$ cat src/rtl/row_sweep_controller_pkg.sv
// Shared types and defaults for the stacker row sweep controller.
package row_sweep_controller_pkg;

  localparam int unsigned COLS_DEF  = 8;
  localparam int unsigned ROWS_DEF  = 15;
  localparam int unsigned CNT_W_DEF = 26;

  typedef enum logic [2:0] {
    S_IDLE,
    S_LOAD,
    S_MOVE,
    S_DRAW,
    S_CHECK,
    S_TRIM_DRAW,
    S_REPORT
  } state_e;

  // Bar length limited to at least one cell and at most the board width.
  function automatic int unsigned clamp_len(input logic [3:0] n, input int unsigned cols);
    int unsigned v;
    v = 32'(n);
    if (v == 0) v = 1;
    else if (v > cols) v = cols;
    return v;
  endfunction

endpackage

$ cat src/rtl/row_sweep_controller_sweep_tick_gen.sv
// Loadable period counter: tick_o marks the last clock of each sweep period.
module sweep_tick_gen #(
  parameter int unsigned CNT_W = 26
) (
  input  logic             clk,
  input  logic             resetn,
  input  logic             load_i,
  input  logic             en_i,
  input  logic [CNT_W-1:0] period_i,
  output logic             tick_o
);

  logic [CNT_W-1:0] cnt_q;
  logic [CNT_W-1:0] period_q;

  assign tick_o = en_i && (cnt_q == period_q - CNT_W'(1));

  // Count enabled clocks, wrapping to zero on each tick; load restarts the period.
  always_ff @(posedge clk or negedge resetn) begin
    if (!resetn) begin
      cnt_q    <= '0;
      period_q <= CNT_W'(1);
    end else if (load_i) begin
      cnt_q    <= '0;
      period_q <= period_i;
    end else if (en_i) begin
      cnt_q <= tick_o ? '0 : cnt_q + CNT_W'(1);
    end
  end

endmodule

$ cat src/rtl/row_sweep_controller.sv
// Sweeps one stacker row back and forth, hands each position to the drawer,
// trims the bar on drop and reports the outcome to the level sequencer.
module row_sweep_controller
  import row_sweep_controller_pkg::*;
#(
  parameter int unsigned COLS  = COLS_DEF,
  parameter int unsigned ROWS  = ROWS_DEF,
  parameter int unsigned CNT_W = CNT_W_DEF
) (
  input  logic             clk,
  input  logic             resetn,
  input  logic             go,
  input  logic             drop,
  input  logic [CNT_W-1:0] speed_count,
  input  logic [3:0]       num_blocks,
  input  logic             draw_ack,
  output logic [COLS-1:0]  row_mask,
  output logic [COLS-1:0]  stack_mask,
  output logic [3:0]       row_idx,
  output logic             draw_req,
  output logic             next_signal,
  output logic             game_over,
  output logic             win,
  output logic             busy
);

  state_e          state_q;
  logic [COLS-1:0] row_mask_q, stack_mask_q;
  logic [3:0]      row_idx_q;
  logic            dir_up_q, full_q, drop_pend_q;
  logic            draw_req_q, next_q, game_over_q, win_q;

  logic [COLS-1:0]  load_mask_d, step_mask_d, ov_d;
  logic             step_dir_up_d, full_d;
  logic [CNT_W-1:0] period_d;
  int unsigned      len_d;
  logic             tick;

  sweep_tick_gen #(
    .CNT_W(CNT_W)
  ) u_tick (
    .clk     (clk),
    .resetn  (resetn),
    .load_i  (state_q == S_LOAD),
    .en_i    (state_q == S_MOVE),
    .period_i(period_d),
    .tick_o  (tick)
  );

  // Load pattern, next bounce position and overlap with the row below.
  always_comb begin
    len_d    = clamp_len(num_blocks, COLS);
    full_d   = (len_d == COLS);
    period_d = (speed_count == '0) ? CNT_W'(1) : speed_count;
    load_mask_d = '0;
    for (int unsigned i = 0; i < COLS; i++) begin
      load_mask_d[i] = (i < len_d);
    end
    step_mask_d   = row_mask_q;
    step_dir_up_d = dir_up_q;
    if (!full_q) begin
      if (dir_up_q) begin
        if (row_mask_q[COLS-1]) begin
          step_dir_up_d = 1'b0;
          step_mask_d   = row_mask_q >> 1;
        end else begin
          step_mask_d = row_mask_q << 1;
        end
      end else begin
        if (row_mask_q[0]) begin
          step_dir_up_d = 1'b1;
          step_mask_d   = row_mask_q << 1;
        end else begin
          step_mask_d = row_mask_q >> 1;
        end
      end
    end
    ov_d = row_mask_q & stack_mask_q;
  end

  // Row sequencing FSM with registered outputs and one-cycle result pulses.
  always_ff @(posedge clk or negedge resetn) begin
    if (!resetn) begin
      state_q      <= S_IDLE;
      row_mask_q   <= '0;
      stack_mask_q <= '1;
      row_idx_q    <= '0;
      dir_up_q     <= 1'b1;
      full_q       <= 1'b0;
      drop_pend_q  <= 1'b0;
      draw_req_q   <= 1'b0;
      next_q       <= 1'b0;
      game_over_q  <= 1'b0;
      win_q        <= 1'b0;
    end else begin
      next_q      <= 1'b0;
      game_over_q <= 1'b0;
      win_q       <= 1'b0;
      drop_pend_q <= drop_pend_q | (drop && (state_q != S_IDLE));
      unique case (state_q)
        S_IDLE: begin
          if (go) state_q <= S_LOAD;
        end
        S_LOAD: begin
          row_mask_q <= load_mask_d;
          full_q     <= full_d;
          dir_up_q   <= 1'b1;
          draw_req_q <= 1'b1;
          state_q    <= S_DRAW;
        end
        S_MOVE: begin
          if (drop_pend_q) begin
            drop_pend_q <= 1'b0;
            state_q     <= S_CHECK;
          end else if (tick) begin
            row_mask_q <= step_mask_d;
            dir_up_q   <= step_dir_up_d;
            draw_req_q <= 1'b1;
            state_q    <= S_DRAW;
          end
        end
        S_DRAW: begin
          if (draw_ack) begin
            draw_req_q <= 1'b0;
            state_q    <= S_MOVE;
          end
        end
        S_CHECK: begin
          if (ov_d == '0) begin
            game_over_q  <= 1'b1;
            row_idx_q    <= '0;
            stack_mask_q <= '1;
            row_mask_q   <= '0;
            state_q      <= S_IDLE;
          end else begin
            row_mask_q   <= ov_d;
            stack_mask_q <= ov_d;
            draw_req_q   <= 1'b1;
            state_q      <= S_TRIM_DRAW;
          end
        end
        S_TRIM_DRAW: begin
          if (draw_ack) begin
            draw_req_q <= 1'b0;
            state_q    <= S_REPORT;
          end
        end
        S_REPORT: begin
          next_q <= 1'b1;
          if (row_idx_q == 4'(ROWS - 1)) begin
            win_q        <= 1'b1;
            row_idx_q    <= '0;
            stack_mask_q <= '1;
          end else begin
            row_idx_q <= row_idx_q + 4'd1;
          end
          state_q <= S_IDLE;
        end
        default: state_q <= S_IDLE;
      endcase
    end
  end

  assign row_mask    = row_mask_q;
  assign stack_mask  = stack_mask_q;
  assign row_idx     = row_idx_q;
  assign draw_req    = draw_req_q;
  assign next_signal = next_q;
  assign game_over   = game_over_q;
  assign win         = win_q;
  assign busy        = (state_q != S_IDLE);

endmodule

$ cat config.mk
export PLATFORM = sky130hd
export DESIGN_NAME = row_sweep_controller
export DESIGN_NICKNAME = d
export VERILOG_FILES = /design/src/rtl/row_sweep_controller_pkg.sv /design/src/rtl/row_sweep_controller_sweep_tick_gen.sv /design/src/rtl/row_sweep_controller.sv
export SDC_FILE = /design/constraint.sdc
export NUM_CORES = 1
export LEC_CHECK = 0
export ABC_AREA = 1
export ABC_CLOCK_PERIOD_IN_PS = 3200
export BUFFER_PORTS_ARGS = -buffer_cell sky130_fd_sc_hd__buf_2
export CORE_MARGIN = 2
export CORE_UTILIZATION = 26
export CTS_BUF_LIST = sky130_fd_sc_hd__clkbuf_4 sky130_fd_sc_hd__clkbuf_8 sky130_fd_sc_hd__clkbuf_16
export CTS_CLUSTER_DIAMETER = 200
export DETAILED_ROUTE_END_ITERATION = 7
export HOLD_SLACK_MARGIN = 0.08
export MAX_ROUTING_LAYER = met4
export PLACE_DENSITY = 0.45
export SLEW_MARGIN = 5
export SYNTH_ARGS = -nofsm -noshare
export SYNTH_HDL_FRONTEND = slang
export SYNTH_SLANG_ARGS = --single-unit
$ cat constraint.sdc
create_clock -name clk -period 3.2 [get_ports clk]
set_clock_uncertainty 0.1 [all_clocks]
set_input_delay 0.96 -clock clk [delete_from_list [all_inputs] [get_ports clk]]
set_output_delay 0.96 -clock clk [all_outputs]
set_load 0.005 [all_outputs]
# Word-level counts from Yosys, hierarchy flattened

Cells that the tools add are included.

Bits in registers: 82
Output and inout bits: 25
Bits of input ports: 35
Word-level logic and storage cells: 111

Mux-type cells: 46
Order comparisons: 9
Equal/unequal tests: 20
Reduce and logical (&&, ||, !) cells: 18
$add $sub $neg: 3
Bitwise logic cells: 2

Operator list:

| kind                  | count |
|---|---|
| $lt 3x32->1 const A   | 4 |
| $mux 26               | 4 |
| $mux 8                | 9 |
| $lt 1x32->1 const A   | 2 |
| $lt 2x32->1 const A   | 2 |
| $eq 32x4->1 const B   | 1 |
| $mux 32               | 1 |
| $add 26x1->26 const B | 1 |
| $eq 26x26->1          | 1 |
| $logic_not 26->1      | 1 |
| $sub 26x1->26 const B | 1 |
| $pmux 8 s3            | 1 |
| $mux 3                | 6 |
| $ne 2x2->1 const B    | 9 |
| $pmux 3 s6            | 1 |
| $mux 1                | 17 |
| $pmux 8 s2            | 1 |
| $mux 4                | 3 |
| $reduce_and 4->1      | 3 |
| $eq 3x3->1 const B    | 3 |
| $and 8x8->8           | 1 |
| $logic_not 8->1       | 1 |
| $pmux 4 s2            | 1 |
| $eq 3x2->1 const B    | 2 |
| 18 further kinds      | 22 |

# Depth between registers and ports, before layout

Depth after elaboration: 6
Gate-level depth with buffers: 16
Gate-level depth less buffers: 15

# Cells and area by module

From an unflattened synthesis, not the netlist that was laid out.

Cell total of the unflattened synthesis: 841
Area total of the unflattened synthesis: 5,704.2 um^2

Modules (own cells, without submodules):

| module               | seq. area each (um^2) | cells each | area each (um^2) | instances |
|---|---|---|---|---|
| sweep_tick_gen       | 1,302.5               | 549        | 3,777.4          | 1 |
| row_sweep_controller | 762.0                 | 292        | 1,926.8          | 1 |

# Worst setup path before layout

No wires, ideal clock.

Path type: reg-to-reg
Start: register u_tick.period_q[0]
End: register u_tick.cnt_q[12]
Path slack: 0.951 ns
Setup time: 0.133 ns
Path buffers: 1
Cell stages (with the launch flop): 15
Data arrival time: 2.017 ns
Clock period less this slack: 2.249 ns
Data required time: 2.967 ns
Path through: dfstp_2 inv_1 ha_1 or2_2 nand2_1 nand2_1 nand2_1 nand3_1 nor2_1 nand2_1 nor2_2 nand3_4 nand2_8 buf_4 o22ai_1

Cells in the longest elaborated chain, start to end: 6

RTL lines:

| item                   | line                                      | RTL |
|---|---|---|
| start, declared        | row_sweep_controller_sweep_tick_gen.sv:14 | `logic [CNT_W-1:0] period_q;` |
| start signal, assigned | row_sweep_controller_sweep_tick_gen.sv:25 | `period_q <= period_i;` |
| $sub 26x1->26          | row_sweep_controller_sweep_tick_gen.sv:16 | `assign tick_o = en_i && (cnt_q == period_q - CNT_W'(1));` |
| $eq 26x26->1           | row_sweep_controller_sweep_tick_gen.sv:16 |  |
| $logic_and 1x1->1      | row_sweep_controller_sweep_tick_gen.sv:16 |  |
| $mux 26                | row_sweep_controller_sweep_tick_gen.sv:27 | `cnt_q <= tick_o ? '0 : cnt_q + CNT_W'(1);` |
| $mux 26                | row_sweep_controller_sweep_tick_gen.sv:26 | `end else if (en_i) begin` |
| $mux 26                | row_sweep_controller_sweep_tick_gen.sv:23 | `end else if (load_i) begin` |
| end signal, assigned   | row_sweep_controller_sweep_tick_gen.sv:27 |  |
| end, declared          | row_sweep_controller_sweep_tick_gen.sv:13 | `logic [CNT_W-1:0] cnt_q;` |

Every way passes these cells. The select of a mux whose other input is x is not followed.
A chain may end at the register's enable or synchronous reset.

# Final worst setup path

Start: register state_q[0]
End: output port busy

Cells in the longest elaborated chain, start to end: 1

RTL lines:

| item                   | line                        | RTL |
|---|---|---|
| start, declared        | row_sweep_controller.sv:27  | `state_e state_q;` |
| start signal, assigned | row_sweep_controller.sv:84  | `state_q <= S_IDLE;` |
| start signal, assigned | row_sweep_controller.sv:102 | `if (go) state_q <= S_LOAD;` |
| start signal, assigned | row_sweep_controller.sv:109 | `state_q <= S_DRAW;` |
| $reduce_bool 3->1      | row_sweep_controller.sv:171 | `assign busy = (state_q != S_IDLE);` |
| end, declared          | row_sweep_controller.sv:24  | `output logic busy` |

Every way passes these cells.

==> flow_summary.rst <==
.. list-table::
   :header-rows: 1

   * - Metric
     - Value
   * - Max Fclk
     - between 300 and 400 MHz
   * - Final Total Pwr
     - 5.69 mW
   * - Worst-case register-to-register setup slack
     - 0.54 ns
   * - First-pass GRT wire length
     - 24500 µm
   * - Non-filler cells, final
     - 1037
   * - Port buffer count
     - between 50 and 60
   * - Static power due to leakage
     - about 2.9 nW
   * - Initial standard-cell utilization of the core
     - 26.3%
   * - Total wire length after detailed routing
     - approximately 15000 µm
   * - Buffer cell driving the clock tree root
     - clkbuf_16
   * - Detailed-route via count
     - 4716
   * - Remaining routing DRC violations
     - 0
   * - Capture point of the worst path
     - busy
   * - Critical Path Max Stage Delay
     - 0.51 ns
   * - Post-route design area
     - about 0.0063 mm²
   * - Critical path cell sequence
     - buf_4, or2_2, buf_2
   * - Syn Nets
     - 741
   * - Height of the die
     - about 150 µm
   * - Clock tree from TritonCTS
     - yes
   * - ANT nets after route
     - 0
   * - Total number of H-tree levels
     - 3
   * - Congestion Overflow GR
     - 0
   * - CP top delay family
     - flip-flops
   * - Sequential area share after synthesis
     - 39.2%
   * - Maximum count of clock buffers along a single path
     - 2
   * - Final setup viols
     - 0
   * - Yosys reg bits
     - a little over 80
   * - Peak supply drop
     - 358 µV
   * - Weighted congestion at the end of routability-driven global placement
     - 0.837
   * - Highest fanout seen on the critical path
     - 10
   * - DP HPWL
     - 11200 µm
   * - Cell depth of the worst flop-to-flop path
     - 15
   * - Syn-to-layout area delta
     - 18.9%
   * - Gate Count Post-Synth
     - 702
   * - Bufs and invs on worst path
     - 2
   * - Total cell area at the placement stage
     - 0.00586 mm²
   * - Synth Cell Area
     - 0.00527 mm²
   * - Vias in the first global route
     - 4702
   * - Number of placed I/O pins
     - 60
   * - Result of the run
     - finished, final reports clean
   * - Pwr per Cell Area
     - 910 mW/mm²
   * - Critical path depth in cells
     - 3
   * - Setup repair after global routing missed its margin
     - no
   * - Sum Neg Setup Slack
     - 0 ns
   * - Floorplan Core Area
     - 0.0200 mm²
   * - Drt first pass iters
     - 5
   * - CTS Buf Count
     - 9
   * - Post-place setup slack
     - 0.549 ns
   * - Global routing met1 resource utilization
     - around 19%
   * - Number of hold violations in the final report
     - 0
   * - Share of post-route cells with drive strength above 1
     - 17.5%
   * - Average instance area after synthesis
     - 7.50 µm²
   * - Distinct cell type count of the synthesized netlist
     - 39
   * - Post-CTS repair timing setup buffer count
     - 0
   * - Inst Count DP
     - about 1000
   * - Overall global routing resource usage
     - between 10% and 20%
   * - Slew of the pin with the lowest slew margin
     - roughly 0.83 ns
   * - Average via count per standard cell
     - 4.55
   * - Data arrival time of the critical path
     - approximately 1.6 ns
   * - Final worst path period share
     - 83.2%
   * - Number of hold-repair buffers added at the cts stage
     - 0
   * - Number of design-rule violations left by the first detailed-router iteration
     - 241
   * - Diode count
     - 0
   * - Worst hold-check slack
     - just under 0.4 ns
   * - Reg-to-reg critical path startpoint
     - u_tick.period_q[0]
   * - Nets@finish
     - 801
   * - Largest net degree at the start of global routing
     - between 60 and 70
   * - Launching element type of the critical path
     - flop
   * - Worst hold path type
     - reg -> reg
   * - Site row count
     - 52
   * - Capturing element type of the critical path
     - primary output
   * - TritonCTS sink count
     - 82
   * - Crit path required time
     - 2.14 ns
   * - YS warnings
     - 0
   * - WL per Instance
     - ~14 µm
   * - GR Util met2
     - 23.4%
   * - Met3 layer usage reported by global route
     - 3.38%
   * - Minimum period implied by the final worst setup slack
     - 2.66 ns
   * - Worst r2r dst
     - row_mask[2]
   * - Worst-case setup margin in the final layout
     - approximately 0.54 ns
   * - Clock transition at the register clock pins on the worst setup and hold paths after CTS
     - roughly 0.070 ns
   * - Count of pins over their slew limit
     - 0
   * - Highest-utilization routing layer at the global route stage
     - met2
   * - Area enclosed by the die boundary
     - 0.0214 mm²
   * - Number of antenna violations at the first check in global routing
     - 0
   * - Post-route core utilization
     - 31.2%
   * - Max capacitance violation total
     - 0
   * - Category of the critical setup timing path
     - reg -> out
   * - Critical path startpoint
     - state_q[0]
   * - Chip Width
     - 146 µm
   * - Layout filler cell count
     - 2255
   * - Resize count post-CTS
     - 0
   * - CP max stage cell
     - dfrtp_1
   * - Worst-Skew Late Latency
     - 0.35 ns
   * - Headroom to the max-slew limit
     - between 40 and 50%
[state kept, by name (all words and copies together), names as in the netlist]
signal,flops
u_tick.period_q,26
row_idx,4
row_mask,8
u_tick.cnt_q,26
draw_req,1
drop_pend_q,1
dir_up_q,1
stack_mask,8
state_q,3
win,1
next_signal,1
full_q,1
game_over,1
[logic make-up (layout without fill, tap and decap cells)]
| kind of cell | after synthesis | in the layout | synth area share, % |
|---|---|---|---|
| mux | 15 | 15 | 3.21 |
| xor+xnor | 43 | 43 | 7.41 |
| compound gates | 83 | 83 | 8.89 |
| simple gates | 382 | 382 | 33.1 |
| flops | 82 | 82 | 39.2 |
| fa+ha+maj | 4 | 4 | 0.951 |
| buf+inv | 93 | 158 | 7.27 |
[metal layers]
metal | vias up | part of all wire, %
li1 | 2423 | -
met2 | 80 | 46
met3 | 14 | 3.4
met1 | 2199 | 49
met5 | - | 0
met4 | 0 | 1.7
[tightest hold or removal path: stages (launching register included)]
cell and delay [ns]:
dfstp_2 0.37, o21ai_0 0.06, nand2_1 0.05
[cells in the final DEF, fill, tap and decap left out, drive strengths merged]
cell     count
nand2      192
nor2        85
inv         75
dfrtp       72
buf         67
nand3       49
o21ai       47
xor2        29
nand4       28
o22ai       18
mux2        15
xnor2       13
clkbuf      11
nor4        10
dfstp       10
a21oi        8
nor3         6
or2          5
bufinv       5
o211ai       4
ha           4
and2         3
o21bai       2
nand3b       2
o2111ai      2
o221ai       2
xnor3        1
nor3b        1
and3         1
[power breakdown]
group | switching, mW | leakage (nW) | internal (mW)
clock | 0.433 | 0.193 | 0.951
sequential | 0.459 | 1.03 | 1.44
combinational | 1.47 | 1.65 | 0.947
[cell type report]
type | instances | area (µm²) | share of cell area, %
clock buffer | 11 | 246 | 3.94
multi-input combinational | 527 | 2820 | 45.1
clock inverter | 5 | 150 | 2.40
timing repair buffer | 67 | 358 | 5.72
inverter | 75 | 282 | 4.50
tap | 270 | 338 | 5.40
sequential | 82 | 2060 | 33.0
[cell usage after synthesis (all sizes together)]
cell	n	area [µm²]
nand2	192	744
xnor3	1	22.5
nor4	10	62.6
o22ai	18	113
nand3b	2	15.0
or2	5	31.3
mux2	15	169
o211ai	4	30.0
nand3	49	280
nor3	6	30.0
nor3b	1	7.51
and2	3	18.8
o21ai	47	235
inv	75	282
nand4	28	175
o221ai	2	17.5
xor2	29	254
dfstp	10	263
clkbuf	10	38.8
dfrtp	72	1800
xnor2	13	114
ha	4	50.1
a21oi	8	40.0
nor2	85	369
o21bai	2	15.0
and3	1	6.26
buf	8	62.6
o2111ai	2	17.5
[how the worst min path moves through the flow]
stage,startpoint,endpoint,slack (ns),cells past startpoint
after global placement,stack_mask[2],stack_mask[2],0.37,2
after detailed placement,full_q,full_q,0.38,2
after CTS,stack_mask[2],stack_mask[2],0.39,2
after global routing,full_q,full_q,0.41,2
after floorplan,full_q,full_q,0.35,2
final,stack_mask[2],stack_mask[2],0.39,2
Power figures use the tool's default switching activity.
